--- src/rtl/clock_set_ctrl.sv ---
// Mode/sequencing controller for the 24h clock: button debounce, set-mode FSM,
// set strobes, alarm time/compare and blink masks. Define AUTO_REPEAT_EN for held-inc repeat.
module clock_set_ctrl #(
  parameter int DEB_CYCLES  = 20,
  parameter int ALARM_SECS  = 30,
  parameter int HOLD_CYCLES = 64,
  parameter int REP_CYCLES  = 16
) (
  input  logic       clk,
  input  logic       reset,
  input  logic       tick_1hz,
  input  logic       btn_mode,
  input  logic       btn_inc,
  input  logic [4:0] cur_hour,
  input  logic [3:0] cur_min_ones,
  input  logic [3:0] cur_min_tens,
  input  logic       cur_sec_zero,
  output logic       run_en,
  output logic       sec_clr,
  output logic       min_inc,
  output logic       hour_inc,
  output logic       disp_alarm,
  output logic [4:0] alarm_hour,
  output logic [3:0] alarm_min_ones,
  output logic [3:0] alarm_min_tens,
  output logic [5:0] blank_mask,
  output logic       alarm_en,
  output logic       alarm_out
);

  typedef enum logic [2:0] {RUN, SET_HOUR, SET_MIN, SET_ALM_HOUR, SET_ALM_MIN} state_t;

  localparam int DW = $clog2(DEB_CYCLES + 1);
  localparam logic [DW-1:0] DEB_LAST = DW'(DEB_CYCLES - 1);
  localparam int AW = $clog2(ALARM_SECS + 1);
  localparam logic [AW-1:0] ALARM_LOAD = AW'(ALARM_SECS);

  state_t        state, nxt_state;
  logic          blink, nxt_blink;
  logic [1:0]    raw, sync1, sync2, stable, press;  // bit0 = mode, bit1 = inc
  logic [DW-1:0] deb_cnt [2];
  logic          mode_evt, inc_evt, rpt_evt, alarm_hit;
  logic [AW-1:0] alarm_cnt;

  assign raw = {btn_inc, btn_mode};

  // NOTE: sequential state uses non-blocking assignments so every flop samples pre-edge values.
  always_ff @(posedge clk or negedge reset) begin
    if (!reset) begin
      sync1  <= '0;
      sync2  <= '0;
      stable <= '0;
      press  <= '0;
      for (int i = 0; i < 2; i++) deb_cnt[i] <= '0;
    end else begin
      sync1 <= raw;
      sync2 <= sync1;
      press <= '0;
      for (int i = 0; i < 2; i++) begin
        if (sync2[i] == stable[i]) begin
          deb_cnt[i] <= '0;
        end else if (deb_cnt[i] == DEB_LAST) begin
          deb_cnt[i] <= '0;
          stable[i]  <= sync2[i];
          press[i]   <= sync2[i];
        end else begin
          deb_cnt[i] <= deb_cnt[i] + 1'b1;
        end
      end
    end
  end

`ifdef AUTO_REPEAT_EN
  localparam int RW = $clog2((HOLD_CYCLES > REP_CYCLES ? HOLD_CYCLES : REP_CYCLES) + 1);
  localparam logic [RW-1:0] HOLD_LAST = RW'(HOLD_CYCLES - 1);
  localparam logic [RW-1:0] REP_LAST  = RW'(REP_CYCLES - 1);
  logic [RW-1:0] rpt_cnt;
  logic          rpt_active, rpt_hold;

  // A fresh press or any mode press restarts the hold window.
  assign rpt_hold = stable[1] && (state != RUN) && !press[0] && !press[1];
  assign rpt_evt  = rpt_hold && (rpt_cnt == (rpt_active ? REP_LAST : HOLD_LAST));

  always_ff @(posedge clk or negedge reset) begin
    if (!reset) begin
      rpt_cnt    <= '0;
      rpt_active <= 1'b0;
    end else if (!rpt_hold) begin
      rpt_cnt    <= '0;
      rpt_active <= 1'b0;
    end else if (rpt_evt) begin
      rpt_cnt    <= '0;
      rpt_active <= 1'b1;
    end else begin
      rpt_cnt <= rpt_cnt + 1'b1;
    end
  end
`else
  assign rpt_evt = 1'b0;
`endif

  // Presses while the alarm sounds only silence it; mode beats inc in the same cycle.
  assign mode_evt = press[0] && !alarm_out;
  assign inc_evt  = (press[1] || rpt_evt) && !press[0] && !alarm_out;

  // NOTE: every always_comb output gets a default first so no latch is inferred.
  always_comb begin
    nxt_state = state;
    if (mode_evt) begin
      case (state)
        RUN:          nxt_state = SET_HOUR;
        SET_HOUR:     nxt_state = SET_MIN;
        SET_MIN:      nxt_state = SET_ALM_HOUR;
        SET_ALM_HOUR: nxt_state = SET_ALM_MIN;
        default:      nxt_state = RUN;
      endcase
    end
    nxt_blink = blink;
    if (nxt_state == RUN)             nxt_blink = 1'b0;
    else if (tick_1hz && state != RUN) nxt_blink = ~blink;
  end

  always_ff @(posedge clk or negedge reset) begin
    if (!reset) begin
      state          <= RUN;
      blink          <= 1'b0;
      run_en         <= 1'b1;
      sec_clr        <= 1'b0;
      min_inc        <= 1'b0;
      hour_inc       <= 1'b0;
      disp_alarm     <= 1'b0;
      blank_mask     <= '0;
      alarm_en       <= 1'b0;
      alarm_hour     <= '0;
      alarm_min_ones <= '0;
      alarm_min_tens <= '0;
    end else begin
      state      <= nxt_state;
      blink      <= nxt_blink;
      run_en     <= !(nxt_state inside {SET_HOUR, SET_MIN});
      disp_alarm <= nxt_state inside {SET_ALM_HOUR, SET_ALM_MIN};
      sec_clr    <= mode_evt && (state == SET_MIN);
      hour_inc   <= inc_evt && (state == SET_HOUR);
      min_inc    <= inc_evt && (state == SET_MIN);
      case (nxt_state)
        SET_HOUR:     blank_mask <= {nxt_blink, nxt_blink, 4'b0000};
        SET_MIN:      blank_mask <= {2'b00, nxt_blink, nxt_blink, 2'b00};
        SET_ALM_HOUR: blank_mask <= {nxt_blink, nxt_blink, 4'b0011};
        SET_ALM_MIN:  blank_mask <= {2'b00, nxt_blink, nxt_blink, 2'b11};
        default:      blank_mask <= '0;
      endcase
      if (inc_evt) begin
        case (state)
          RUN:          alarm_en <= ~alarm_en;
          SET_ALM_HOUR: alarm_hour <= (alarm_hour == 5'd23) ? 5'd0 : alarm_hour + 5'd1;
          SET_ALM_MIN: begin
            if (alarm_min_ones == 4'd9) begin
              alarm_min_ones <= 4'd0;
              alarm_min_tens <= (alarm_min_tens == 4'd5) ? 4'd0 : alarm_min_tens + 4'd1;
            end else begin
              alarm_min_ones <= alarm_min_ones + 4'd1;
            end
          end
          default: ;
        endcase
      end
    end
  end

  assign alarm_hit = alarm_en && !(state inside {SET_HOUR, SET_MIN}) && cur_sec_zero &&
                     (cur_hour == alarm_hour) && (cur_min_ones == alarm_min_ones) &&
                     (cur_min_tens == alarm_min_tens);

  always_ff @(posedge clk or negedge reset) begin
    if (!reset) begin
      alarm_out <= 1'b0;
      alarm_cnt <= '0;
    end else if (alarm_out && (press != 2'b00)) begin
      alarm_out <= 1'b0;
      alarm_cnt <= '0;
    end else if (tick_1hz) begin
      if (alarm_out) begin
        if (alarm_cnt <= AW'(1)) begin
          alarm_out <= 1'b0;
          alarm_cnt <= '0;
        end else begin
          alarm_cnt <= alarm_cnt - 1'b1;
        end
      end else if (alarm_hit) begin
        alarm_out <= 1'b1;
        alarm_cnt <= ALARM_LOAD;
      end
    end
  end

endmodule

--- config.mk ---
export PLATFORM = sky130hd
export DESIGN_NAME = clock_set_ctrl
export DESIGN_NICKNAME = d
export VERILOG_FILES = /design/src/rtl/clock_set_ctrl.sv
export SDC_FILE = /design/constraint.sdc
export NUM_CORES = 1
export LEC_CHECK = 0
export CAP_MARGIN = 20
export CORE_MARGIN = 1.5
export CORE_UTILIZATION = 47
export DETAILED_ROUTE_END_ITERATION = 16
export GPL_ROUTABILITY_DRIVEN = 0
export PLACE_DENSITY_LB_ADDON = 0.08
export SYNTH_ARGS = -nofsm -noshare
export SYNTH_HDL_FRONTEND = slang
export SYNTH_SLANG_ARGS = --single-unit
--- constraint.sdc ---
create_clock -name clk -period 1.7 [get_ports clk]
set_input_delay 0.34 -clock clk [delete_from_list [all_inputs] [get_ports clk]]
set_output_delay 0.34 -clock clk [all_outputs]
set_load 0.05 [all_outputs]
==> Word-level counts from Yosys, hierarchy flattened <==
Cells that the tools add are included.
{ "totals": {"reg_bits": 53, "latchBits": 0, "rom_bits": 0, "ram_bits": 0, "n_memories": 0} }
{ "classes": {"add_sub_neg": 6, "n_mux": 26, "eq_ne": 18, "n_bitwise": 4, "multipliers": 0, "order_cmp": 1, "n_reduce_logical": 33, "n_div": 0, "shifts": 0} }
{ "ops": {"columns": ["operator", "n"], "rows": [
  ["5-bit two-way mux", 10],
  ["6-bit case mux with 4 select lines", 1],
  ["5-bit by 1-bit adder with 5-bit output, second input constant", 3],
  ["5-bit == test, second input constant", 3],
  ["1-bit logical AND", 13],
  ["3-bit by 2-bit == test with 1-bit output, second input constant", 4],
  ["3-bit case mux with 4 select lines", 1],
  ["2-bit AND reduction", 6],
  ["1-bit two-way mux", 11],
  ["2-bit nonzero test", 5],
  ["4-bit by 1-bit adder with 4-bit output, second input constant", 2],
  ["4-bit == test", 2],
  ["4-bit two-way mux", 2],
  ["3-bit by 1-bit == test with 1-bit output, second input constant", 2],
  ["3-bit == test, second input constant", 2],
  ["3-bit zero test", 2],
  ["3-bit nonzero test", 2],
  ["5-bit == test", 1],
  ["5-bit by 1-bit less-or-equal comparator with 1-bit output, second input constant", 1],
  ["5-bit by 1-bit subtractor with 5-bit output, second input constant", 1],
  ["4-bit by 3-bit == test with 1-bit output, second input constant", 1],
  ["4-bit == test, second input constant", 1],
  ["1-bit zero test", 4],
  ["1-bit NOT", 4],
  ["3 further kinds", 4]
]} }

==> Longest topological paths before layout <==
{ "logic_depth": {"word_depth": 12, "mapped_depth": 6, "depth_no_buf": 6} }

==> Worst setup path after synthesis <==
OpenSTA, ideal clock, no wires.
{ "synth_timing": {"path_type": "register to register", "from": "reg alarm_out", "to": "reg alarm_hour[3]", "stages_incl_launch_ff": 6, "synth_period_minus_slack_ns": 2.020, "setup_slack_ns": -0.320, "setup_ns": 0.125, "t_arrival_ns": 1.895, "path_buffers": 1, "path_cell_list": "dfrtp_1 -> buf_6 -> or4b_4 -> nor2_4 -> nand4_2 -> mux2_4"} }
{ "synth_via": {"elab_chain_len": 3} }
{ "synth_lines": {"columns": ["item", "line", "source"], "rows": [
  ["start, declared", "28", "output logic alarm_out"],
  ["start signal, assigned", "176", "alarm_out <= 1'b0;"],
  ["start signal, assigned", "179", "alarm_out <= 1'b0;"],
  ["start signal, assigned", "184", "alarm_out <= 1'b0;"],
  ["1-bit zero test", "104", "assign inc_evt = (press[1] || rpt_evt) && !press[0] && !alarm_out;"],
  ["1-bit logical AND", "104", null],
  ["2-bit AND reduction (no source line)", null, null],
  ["end signal, assigned", "155", "SET_ALM_HOUR: alarm_hour <= (alarm_hour == 5'd23) ? 5'd0 : alarm_hour + 5'd1;"],
  ["end, declared", "23", "output logic [4:0] alarm_hour,"]
]} }
Every way passes these cells.
A chain may end at the register's enable or synchronous reset.

==> Worst setup path after layout <==
Same ends and word-level chain as after synthesis.

==> results.toml <==
[synth]
async_flop_share_pct = 100
synth_area_leaders = "dfrtp_1 49%, xnor2_1 7.9%, nor2_1 3.7%"
ys_seq_area_share_pct = 50.0
synth.most_common_cell = "dfrtp_1"
ys_ff_latch = 49
yosysWarningCount = 0
avgSynthCellArea_um2 = 10.4
yosysTopAreaCell = "dfrtp_1"
syn_area_um2 = 2450
synth_common_cells = "48 x dfrtp_1, 24 x nor2_1, 22 x xnor2_1, 16 x nand2_1, 13 x o21ai_0"
synth_top_area_share_pct = 49.0
synthCells = 235
ys_types = 47
synth_edf_count = 0
synth_ff_type = "dfrtp_1"
syn_nets = 259

[timing]
worst_pin_slew_ps = 382
final_hold_viol_count = 0
setup_viol_count_final = 0
slew_headroom_pct = 74.5
fin_skew_ps = 7.77
grt_setup_unrepaired = "yes"
min_period_ps = 1670
fmax_mhz = 598
period_share_pct = 98.4
report.final.slew_viol_count = 0

[detailed_routing]
first_iter_violations = 57
drtAntennaViolNets = 0
wirelength_um = 4970
wl_per_cell_um = 13.2
vias = 1907
dr.pass1.iters = 4
via_per_inst = 5.06
drc_errors = 0

[floorplanning]
die_h_um = 75.3
initial_utilization_pct = 48.3
fp-row-count = 26
die_x_um = 75.3
die-area_um2 = 5660
ios = 45
coreArea_um2 = 5070

[layout]
stdcell_area_um2 = 3300
final_layout_size_suffix_gt1_share_pct = 31.3
area_growth_pct = 34.7
antenna_cells = 0
final_cells = 377
finalNetCount = 330

[global_routing]
grt_pass1_wl_um = 8090
overflow = 0
grtUsageTotal_pct = 18.9
grt_max_degree = 20
grt_pass1_vias = 1781
antenna_found_initial = 0

[worst_setup_path]
rr_worst_depth = 4
slowest_delay_ps = 540
cp-start-kind = "register"
required_ps = 1900
endpoint_kind = "register"
path_max_fanout = 5
crit_slowest_cell = "or4b_4"
reg2reg_from = "alarm_out$_DFFE_PN0P_"
rrSetupSlack_ps = 30
worstSetupPathType = "register to register"
path_cells = "or4b_4 > nor2_4 > nand4_2 > mux2_4"
crit_arrival_ps = 1870
r2r-end = "alarm_hour[3]$_DFFE_PN0P_"

[clock_tree]
cts-root-buf = "clkbuf_8"
cts_buffers = 5
cts_tree = "yes"
cts_buffer_depth = 2
clk_pin_slew_ps = 90
htree_levels = 2
cts_sinks = 49
clk_latency_ps = 310

[worst_hold_path]
hold_depth = 0
hold_class = "register to register"
hold_end = "sync2[1]$_DFF_PN0_"
min_from = "sync1[1]$_DFF_PN0_"

[place]
hpwl_um = 3700
dpl.cell_count = 367
place_area_um2 = 3130
io_buffer_count = 44

[power_and_ir_drop]
power_mw = 2.01
leakage_nw = 1.60
worst_ir_drop_vdd_mv = 0.462
power_density_nw_per_um2 = 609

[run]
max_cap_violations = 0

[run_status]
status = "completed"
-- critical path: cells and delay by family (launching register included) --
| family | cells | cell delay, ps |
|---|---|---|
| simple gates | 3 | 840 |
| flops | 1 | 430 |
| mux | 1 | 300 |
-- flip-flops by register name, indices dropped and copies added, names as in the netlist, 3 cells and up --
| register | count |
|---|---|
| deb_cnt | 10 |
| alarm_cnt | 5 |
| alarm_hour | 5 |
| alarm_min_ones | 4 |
| alarm_min_tens | 4 |
| state | 3 |
-- cell families after synthesis --
group | count (synthesis) | synth area share [%]
buf+inv | 18 | 3.82
flops | 49 | 50.0
fa+ha+maj | 5 | 2.55
simple gates | 86 | 18.5
mux | 7 | 3.52
xor+xnor | 31 | 11.1
compound gates | 39 | 10.6
-- layer usage --
metal / share of wire (%) / global-route usage (%)
met2: 49 / 30.3
met5: 0 / 0
met3: 3.3 / 3.21
met1: 46 / 26.2
met4: 1.1 / 5.95
-- power by group --
part           switching (mW)  internal (mW)
logic                  0.0585         0.0652
clock network           0.404          0.292
registers              0.0118           1.18
total                   0.474           1.54
-- area by class of cell --
type / instances / area [um2]
Clock buffer: 5 / 68.8
Clock inverter: 3 / 21.3
Fill cell: 438 / 1770
Inverter: 7 / 26.3
Multi-Input combinational cell: 168 / 1180
Sequential cell: 49 / 1240
Tap cell: 70 / 87.6
Timing Repair Buffer: 75 / 674
-- cells in the final DEF (no fill, tap or decap), drive strengths merged, types with 4 or more instances in the layout --
cell	synthesis	routed
a21oi	6	6
buf	7	57
clkbuf	4	5
clkdlybuf4s50	0	5
dfrtp	48	48
dlymetal6s2s	0	9
ha	5	5
inv	7	8
mux2	7	7
nand2	16	16
nand2b	6	6
nand3	12	12
nand4	4	4
nor2	25	25
nor3	4	4
nor3b	6	6
o21ai	13	13
xnor2	22	22
xor2	9	9
-- worst max-delay path by stage --
stage                     startpoint                         to  cells after the start
3_5_place_dp             cur_hour[2]   alarm_cnt[0]$_DFFE_PN0P_                      5
4_1_cts                  cur_hour[3]   alarm_cnt[0]$_DFFE_PN0P_                      5
5_1_grt           state[2]$_DFF_PN0_  alarm_hour[4]$_DFFE_PN0P_                      4
3_3_place_gp             cur_hour[2]   alarm_cnt[0]$_DFFE_PN0P_                      5
2_1_floorplan  alarm_out$_DFFE_PN0P_  alarm_hour[3]$_DFFE_PN0P_                      5
6_report       alarm_out$_DFFE_PN0P_  alarm_hour[3]$_DFFE_PN0P_                      4
-- metrics by stage --
step	hold slack, ps	util, %	setup TNS (ps)	setup slack (ps)
floorplan	44.4	-	-1210	-209
global placement	271	61.6	-2190	-447
detailed placement	274	61.6	-2230	-454
CTS	361	63.7	0	0.811
global route	379	65.1	-126	-55.9
finish	366	65.1	0	26.5
-- what timing repair did --
action / 4_1_cts / 5_1_grt
gates resized for setup: 5 / 15
endpoints found under the hold margin: 14 / 0
pin swaps: 5 / 13
buffers inserted: 0 / 1
hold buffers: 1 / 0
setup endpoints to repair: 5 / 9
Note: power is estimated with default switching activity, not from simulation.
